File: src/rtl/cpu_if_regs.sv
// AXI4-Lite register bank: version, scratch, LED control, cycle counter, sticky IRQ status/enable.
// Define CPU_IF_REGS_SLVERR_EN to answer unmapped offsets and writes to read-only registers with SLVERR.
//
// state  | meaning
// W_IDLE | collecting AW and W (either order); update fires when both are available
// W_RESP | bvalid asserted, waiting for bready
// R_IDLE | arready high, read data captured on the AR handshake
// R_DATA | rvalid asserted, rdata/rresp held until rready
module cpu_if_regs #(
    parameter int unsigned ADDR_W  = 12,
    parameter logic [31:0] VERSION = 32'h0001_0000,
    parameter int unsigned LED_W   = 3
) (
    input  logic              clk,
    input  logic              rst,
    input  logic [ADDR_W-1:0] cpu_if_awaddr,
    input  logic [2:0]        cpu_if_awprot,
    input  logic              cpu_if_awvalid,
    output logic              cpu_if_awready,
    input  logic [31:0]       cpu_if_wdata,
    input  logic [3:0]        cpu_if_wstrb,
    input  logic              cpu_if_wvalid,
    output logic              cpu_if_wready,
    output logic [1:0]        cpu_if_bresp,
    output logic              cpu_if_bvalid,
    input  logic              cpu_if_bready,
    input  logic [ADDR_W-1:0] cpu_if_araddr,
    input  logic [2:0]        cpu_if_arprot,
    input  logic              cpu_if_arvalid,
    output logic              cpu_if_arready,
    output logic [31:0]       cpu_if_rdata,
    output logic [1:0]        cpu_if_rresp,
    output logic              cpu_if_rvalid,
    input  logic              cpu_if_rready,
    input  logic              evt_in,
    output logic [LED_W-1:0]  led_ctrl,
    output logic              irq_out
);

    typedef enum logic {W_IDLE, W_RESP} w_state_t;
    typedef enum logic {R_IDLE, R_DATA} r_state_t;

    localparam logic [1:0] RESP_OKAY   = 2'b00;
    localparam logic [1:0] RESP_SLVERR = 2'b10;

    w_state_t          w_state_q, w_state_d;
    r_state_t          r_state_q, r_state_d;
    logic              aw_held_q, aw_held_d;
    logic              w_held_q, w_held_d;
    logic [2:0]        wr_off_q, wr_off_d;
    logic [31:0]       wdata_q, wdata_d;
    logic [3:0]        wstrb_q, wstrb_d;
    logic [1:0]        bresp_q, bresp_d;
    logic [31:0]       rdata_q, rdata_d;
    logic [1:0]        rresp_q, rresp_d;
    logic [31:0]       scratch_q, scratch_d;
    logic [LED_W-1:0]  led_q, led_d;
    logic [31:0]       cnt_q;
    logic              irq_stat_q, irq_stat_d;
    logic              irq_en_q, irq_en_d;
    logic              irq_out_q;

    logic              aw_hs, w_hs, wr_fire, w1c;
    logic [2:0]        wr_off, rd_off;
    logic [31:0]       wr_data, rd_mux;
    logic [3:0]        wr_strb;
    logic              wr_err, rd_err;
    logic              unused_bits;

    assign unused_bits = ^{cpu_if_awprot, cpu_if_arprot, cpu_if_awaddr[1:0], cpu_if_awaddr[ADDR_W-1:5],
                           cpu_if_araddr[1:0], cpu_if_araddr[ADDR_W-1:5]};

    assign cpu_if_awready = (w_state_q == W_IDLE) && !aw_held_q;
    assign cpu_if_wready  = (w_state_q == W_IDLE) && !w_held_q;
    assign cpu_if_bvalid  = (w_state_q == W_RESP);
    assign cpu_if_bresp   = bresp_q;
    assign cpu_if_arready = (r_state_q == R_IDLE);
    assign cpu_if_rvalid  = (r_state_q == R_DATA);
    assign cpu_if_rdata   = rdata_q;
    assign cpu_if_rresp   = rresp_q;
    assign led_ctrl       = led_q;
    assign irq_out        = irq_out_q;

    // Same-cycle bypass lets a handshake fire the update immediately, so bvalid follows by one cycle.
    assign aw_hs   = cpu_if_awvalid && cpu_if_awready;
    assign w_hs    = cpu_if_wvalid && cpu_if_wready;
    assign wr_off  = aw_held_q ? wr_off_q : cpu_if_awaddr[4:2];
    assign wr_data = w_held_q ? wdata_q : cpu_if_wdata;
    assign wr_strb = w_held_q ? wstrb_q : cpu_if_wstrb;
    assign wr_fire = (w_state_q == W_IDLE) && (aw_held_q || aw_hs) && (w_held_q || w_hs);
    assign rd_off  = cpu_if_araddr[4:2];

`ifdef CPU_IF_REGS_SLVERR_EN
    assign wr_err = (wr_off == 3'd0) || (wr_off == 3'd3) || (wr_off[2:1] == 2'b11);
    assign rd_err = (rd_off[2:1] == 2'b11);
`else
    assign wr_err = 1'b0;
    assign rd_err = 1'b0;
`endif

    always_comb begin
        w_state_d = w_state_q;
        aw_held_d = aw_held_q;
        w_held_d  = w_held_q;
        wr_off_d  = wr_off_q;
        wdata_d   = wdata_q;
        wstrb_d   = wstrb_q;
        bresp_d   = bresp_q;
        case (w_state_q)
            W_IDLE: begin
                if (aw_hs) begin
                    aw_held_d = 1'b1;
                    wr_off_d  = cpu_if_awaddr[4:2];
                end
                if (w_hs) begin
                    w_held_d = 1'b1;
                    wdata_d  = cpu_if_wdata;
                    wstrb_d  = cpu_if_wstrb;
                end
                if (wr_fire) begin
                    w_state_d = W_RESP;
                    aw_held_d = 1'b0;
                    w_held_d  = 1'b0;
                    bresp_d   = wr_err ? RESP_SLVERR : RESP_OKAY;
                end
            end
            W_RESP:  if (cpu_if_bready) w_state_d = W_IDLE;
            default: w_state_d = W_IDLE;
        endcase
    end

    always_comb begin
        scratch_d = scratch_q;
        led_d     = led_q;
        irq_en_d  = irq_en_q;
        w1c       = 1'b0;
        if (wr_fire) begin
            case (wr_off)
                3'd1: for (int b = 0; b < 4; b++)
                          if (wr_strb[b]) scratch_d[8*b +: 8] = wr_data[8*b +: 8];
                3'd2: if (wr_strb[0]) led_d = wr_data[LED_W-1:0];
                3'd4: w1c = wr_strb[0] && wr_data[0];
                3'd5: if (wr_strb[0]) irq_en_d = wr_data[0];
                default: ;
            endcase
        end
        // A new event outranks a simultaneous clear.
        irq_stat_d = evt_in || (irq_stat_q && !w1c);
    end

    always_comb begin
        case (rd_off)
            3'd0:    rd_mux = VERSION;
            3'd1:    rd_mux = scratch_q;
            3'd2:    rd_mux = {{(32-LED_W){1'b0}}, led_q};
            3'd3:    rd_mux = cnt_q;
            3'd4:    rd_mux = {31'd0, irq_stat_q};
            3'd5:    rd_mux = {31'd0, irq_en_q};
            default: rd_mux = 32'd0;
        endcase
    end

    always_comb begin
        r_state_d = r_state_q;
        rdata_d   = rdata_q;
        rresp_d   = rresp_q;
        case (r_state_q)
            R_IDLE: if (cpu_if_arvalid) begin
                r_state_d = R_DATA;
                rdata_d   = rd_mux;
                rresp_d   = rd_err ? RESP_SLVERR : RESP_OKAY;
            end
            R_DATA:  if (cpu_if_rready) r_state_d = R_IDLE;
            default: r_state_d = R_IDLE;
        endcase
    end

    always_ff @(posedge clk) begin
        if (rst) begin
            w_state_q  <= W_IDLE;
            r_state_q  <= R_IDLE;
            aw_held_q  <= 1'b0;
            w_held_q   <= 1'b0;
            wr_off_q   <= 3'd0;
            wdata_q    <= 32'd0;
            wstrb_q    <= 4'd0;
            bresp_q    <= RESP_OKAY;
            rdata_q    <= 32'd0;
            rresp_q    <= RESP_OKAY;
            scratch_q  <= 32'd0;
            led_q      <= '0;
            cnt_q      <= 32'd0;
            irq_stat_q <= 1'b0;
            irq_en_q   <= 1'b0;
            irq_out_q  <= 1'b0;
        end else begin
            w_state_q  <= w_state_d;
            r_state_q  <= r_state_d;
            aw_held_q  <= aw_held_d;
            w_held_q   <= w_held_d;
            wr_off_q   <= wr_off_d;
            wdata_q    <= wdata_d;
            wstrb_q    <= wstrb_d;
            bresp_q    <= bresp_d;
            rdata_q    <= rdata_d;
            rresp_q    <= rresp_d;
            scratch_q  <= scratch_d;
            led_q      <= led_d;
            cnt_q      <= cnt_q + 32'd1;
            irq_stat_q <= irq_stat_d;
            irq_en_q   <= irq_en_d;
            irq_out_q  <= irq_stat_q && irq_en_q;
        end
    end

endmodule
File: config.mk
export PLATFORM = sky130hd
export DESIGN_NAME = cpu_if_regs
export DESIGN_NICKNAME = d
export VERILOG_FILES = /design/src/rtl/cpu_if_regs.sv
export SDC_FILE = /design/constraint.sdc
export NUM_CORES = 1
export LEC_CHECK = 0
export BUFFER_PORTS_ARGS = -buffer_cell sky130_fd_sc_hd__buf_2
export CAP_MARGIN = 25
export CORE_ASPECT_RATIO = 1.4
export CORE_UTILIZATION = 40
export CTS_BUF_LIST = sky130_fd_sc_hd__clkbuf_4 sky130_fd_sc_hd__clkbuf_8 sky130_fd_sc_hd__clkbuf_16
export CTS_CLUSTER_SIZE = 8
export DETAILED_ROUTE_END_ITERATION = 10
export GPL_TIMING_DRIVEN = 0
export SLEW_MARGIN = 25
export SYNTH_ARGS = -nofsm -noshare
export SYNTH_HDL_FRONTEND = slang
export SYNTH_SLANG_ARGS = --single-unit
File: constraint.sdc
create_clock -name clk -period 2.2 [get_ports clk]
set_input_delay 0.11 -clock clk [delete_from_list [all_inputs] [get_ports clk]]
set_output_delay 0.11 -clock clk [all_outputs]
set_load 0.01 [all_outputs]
=== After elaboration in Yosys (flattened, before gate mapping) ===
Index checks and enable logic that the tools add are counted.

* Bits in registers: 145
* Input bits: 74
* Output and inout bits: 45
* Word-level logic and storage cells: 74

* Add/sub/neg operators: 1
* Equal/unequal tests: 9
* Muxes and demuxes: 16
* Bitwise gates (word level): 2
* Reduce and logical (&&, ||, !) cells: 29

{| class="wikitable"
|+ Operators by type and width
! cell !! number
|-
| $pmux W32 S6 || 1
|-
| $add A32 B1 Y32 const B || 1
|-
| $mux W32 || 1
|-
| $reduce_and A3 Y1 || 6
|-
| $eq A3 B3 Y1 const B || 4
|-
| $mux W1 || 10
|-
| $reduce_and A2 Y1 || 5
|-
| $eq A3 B2 Y1 const B || 3
|-
| $logic_and A1 B1 Y1 || 9
|-
| $eq A3 B1 Y1 const B || 2
|-
| $mux W4 || 1
|-
| $pmux W1 S2 || 2
|-
| $reduce_bool A2 Y1 || 2
|-
| $logic_not A1 Y1 || 3
|-
| $logic_not A3 Y1 || 1
|-
| $logic_or A1 B1 Y1 || 3
|-
| $mux W3 || 1
|-
| $not A1 Y1 || 2
|}

=== Logic depth before layout (Yosys ltp) ===
* Depth in word-level cells: 10
* Depth in mapped cells: 7

=== Least setup slack after synthesis ===
OpenSTA, ideal clock, no wires.

* Path type: register to register
* Start point: register cnt_q[0]
* End point: register cnt_q[24]
* Library setup time: 70 ps
* Data arrival time: 1836 ps
* Data required time: 2130 ps
* Slack: 294 ps
* Cell stages (with the launch flop): 7
* Buffers on the path: 1
* Clock period less this slack: 1906 ps
* Path through: dfxtp_1 ha_1 nand3_1 or3_1 buf_2 or3_1 a21oi_1

* Longest elaborated chain between the ends: 1

{| class="wikitable"
|+ RTL lines
! item !! line !! RTL
|-
| start, declared || 58 || <nowiki>logic [31:0] cnt_q;</nowiki>
|-
| start signal, assigned || 209 || <nowiki>cnt_q <= cnt_q + 32'd1;</nowiki>
|-
| $add A32 B1 Y32 || 209 ||
|}

Every way passes these cells.
A chain may end at the register's enable or synchronous reset.

=== Final worst setup path ===
Same ends and word-level chain as after synthesis.

==> parameters.txt <==
Parameter                              Value

STA
  Worst clock skew on the final layout    0.00917 ns
  Slew HR    0.442
  Fin crit period    2.11 ns
  Count of endpoints failing setup in the final report    0
  Worst hold slack across all endpoints    approximately 0.064 ns
  Final Hold Fails    0
  FMAX    between 400 and 500 MHz
  Measured slew at the worst slew-check pin    between 0.8 and 0.9 ns
  Pins Over Slew Limit    0
  Setup_tns    0 ns
  RSZ-0062 raised after global routing    true
  Final clock period utilization by the worst path    0.959

Cells and area
  P&R area growth vs syn    28.1%
  Antenna diodes    0
  Filler cells    between 1,000 and 1,500
  Net count, final    940
  Post-layout util    0.526
  Layout cells sized above 1    0.173
  Commonest non-fill, non-tap cell in the layout    dfxtp_1
  Final cell count without fillers    around 1,100
  Leading cell types in the layout, fill and taps excluded    dfxtp_1, a21oi_1, buf_2, nand2_1, nor2_1
  Cell area after layout    approximately 8000 sq um

Clock network
  Count of H-tree levels built during CTS    4
  Clock transition at the registers of the reported paths    0.06 ns
  Insertion delay of the later-clocked pin in the worst-skew pair    between 0.4 and 0.5 ns
  CTS root buf    clkbuf_16
  Clock tree from TritonCTS    built
  Number of buffers on the longest clock path    2
  Sink count of the clock tree    145
  TritonCTS buffer count    17

Synthesis
  Cell area after synthesis    6210 sq um
  Number of flops mapped to enable cells by yosys    0
  Part of the Yosys area used for sequential elements    0.467
  Average cell area after synthesis    8.71 sq um
  Yosys top cell area share    0.467
  Number of instances in the synthesized netlist    a little over 700
  Main area contributors after synthesis    dfxtp_1, a21oi_1, nand2_1
  Ys Warns    0
  Biggest area consumer among synthesized cells    dfxtp_1
  Share of flip-flops with an asynchronous set or reset    0
  Most used flip-flop cell after synthesis    dfxtp_1
  Post-synthesis register bit count    between 100 and 150
  Library cells used by synthesis    50

Route
  Number of design-rule violations left by the first detailed-router iteration    374
  Remaining design rule violation count    0
  Routed wirelength normalized by instance count    16.8 um
  Number of antenna-violating nets in the routed design    0
  Vias after detailed routing    5,895
  Vias per cell    approximately 5.5
  DRT Wirelength    18.0 mm
  Total iterations of the first detailed-routing run    8

Worst setup path
  Buffering stage count on the worst path with inverters included    1
  Element type at the critical path end    flop
  Cell chain of the critical path    ha_1, nand3_2, or3_4, buf_2, or3_1, a21oi_1
  Worst setup path class    flop to flop
  Largest delay contributor family on the critical path    simple AND/OR/NAND/NOR gates
  Critical path peak fanout    10
  Startpoint kind of the worst setup timing path    flop
  Required time reported for the critical path endpoint    2.55 ns
  Worst stage delay on the critical path    0.49 ns
  Crit-path slowest cell    or3_4
  Signal arrival time at the worst endpoint    2.46 ns

Floorplanning
  Area of the core    15,100 sq um
  Total Die Area    16,000 sq um
  Die outline width    107 um
  Number of core rows    53
  Vert. Die Dim    149 um
  Starting density of the core    0.411
  I/O pin count    around 120

Global route
  Global-route usage over all layers    0.234
  First-pass GRT wire length    28.5 mm
  Number of global-route vias before repair    5,748
  Pin count of the biggest net entering global routing    17
  Leftover overflow at the end of global routing    0
  Antenna violations before repair    0

Status
  Status    finished, final reports clean

Place
  Count of placed standard cells including taps    995
  Post-place instance area    6900 sq um
  Routability congestion estimate    0.856
  Total of buffers placed on input and output ports    87
  Post-detailed-placement half-perimeter wirelength    13.1 mm

Power and ir drop
  Max rail drop VDD    around 0.00054 V
  Power density relative to cell area    787 nW/um^2
  Static leakage    ~3.0 nW

Worst hold path
  Hold Crit Class    primary input to flop

Job
  Maxcap violations    0
[metal layers]
layer  vias to the layer above  share of wire  GRT usage
li1                       2891              -          -
met3                        38          0.046     0.0505
met1                      2774           0.40      0.254
met2                       192           0.51      0.418
met5                         -              0          0
met4                         0          0.042      0.134
[metrics by stage]
stage	setup WS, ns	total power, W
final	0.0910	0.00626
after global routing	-0.0109	0.00651
after CTS	0.0496	0.00631
after detailed placement	-0.0766	0.00334
after global placement	-0.0431	0.00332
after floorplan	0.294	0.00314
[power breakdown]
group | internal (W) | leakage [nW] | total, W | switching, W
Combinational | 0.000236 | 1.54 | 0.000590 | 0.000353
Clock | 0.00178 | 0.290 | 0.00291 | 0.00114
Sequential | 0.00270 | 1.18 | 0.00276 | 0.0000540
Total | 0.00472 | 3.00 | 0.00626 | 0.00154
[worst min-delay path: stages]
cell and delay [ns]:
buf_2 0.11, nor2b_1 0.10, mux2_2 0.14
[cell families (layout without fill, tap and decap cells)]
logic type                 Yosys count  after routing  share of synthesized area
xor gates and xnor gates            11             11                     0.0155
buffers and inverters               64            226                     0.0429
AOI/OAI and AO/OA                  249            249                      0.266
and+or+nand+nor                    223            223                      0.174
other                                1              4                   0.000604
DFF                                145            145                      0.467
adders and majority gates            1              1                    0.00201
muxes                               19             19                     0.0320
[Yosys cell counts, drive strengths merged (6+ instances only)]
cell    instances
nand4          10
o21a           25
inv             7
xor2            6
a22o           28
or4            12
buf            16
nand2b          7
o21ai          10
o22ai          24
nor2           56
nor2b           7
nand2          92
nand3           7
mux2i          12
mux2            7
a22oi          30
or3            10
dfxtp         145
clkbuf         41
a21oi          98
a211oi          9
o31ai          11
[final cells by class]
| class | count | area, sq um | area share |
|---|---|---|---|
| sequential | 145 | 2900 | 0.365 |
| inverter | 7 | 26.3 | 0.00330 |
| clock inverter | 11 | 128 | 0.0160 |
| multi-input combinational | 507 | 3080 | 0.387 |
| tap | 192 | 240 | 0.0302 |
| timing repair buffer | 130 | 863 | 0.109 |
| clock buffer | 21 | 474 | 0.0596 |
| buffer | 57 | 244 | 0.0307 |
[timing repair]
item,CTS,global route
gates resized for setup,2,9
hold buffers,42,0
hold endpoints to repair,42,0
setup endpoints to repair,7,31
buffers inserted,0,1
pin swaps,0,1
[path summary, 6_finish.rpt]
| kind | start | endpoint | slack, ns | cells after the start |
|---|---|---|---|---|
| setup / recovery | cnt_q[0] | cnt_q[24] | 0.09 | 6 |
| hold / removal | rst | cnt_q[13] | 0.06 | 3 |
| setup reg to reg | cnt_q[0] | cnt_q[24] | 0.09 | 6 |
| hold reg to reg | cpu_if_rdata[1] | cpu_if_rdata[1] | 0.45 | 2 |
[sequential cells by signal, summed over array words and instances, names as in the netlist, 3 cells and up]
register,cells
cnt_q,32
wdata_q,32
scratch_q,32
cpu_if_rdata,32
led_ctrl,3
wr_off_q,3
wstrb_q,4
Note: power is estimated with default switching activity, not from simulation.
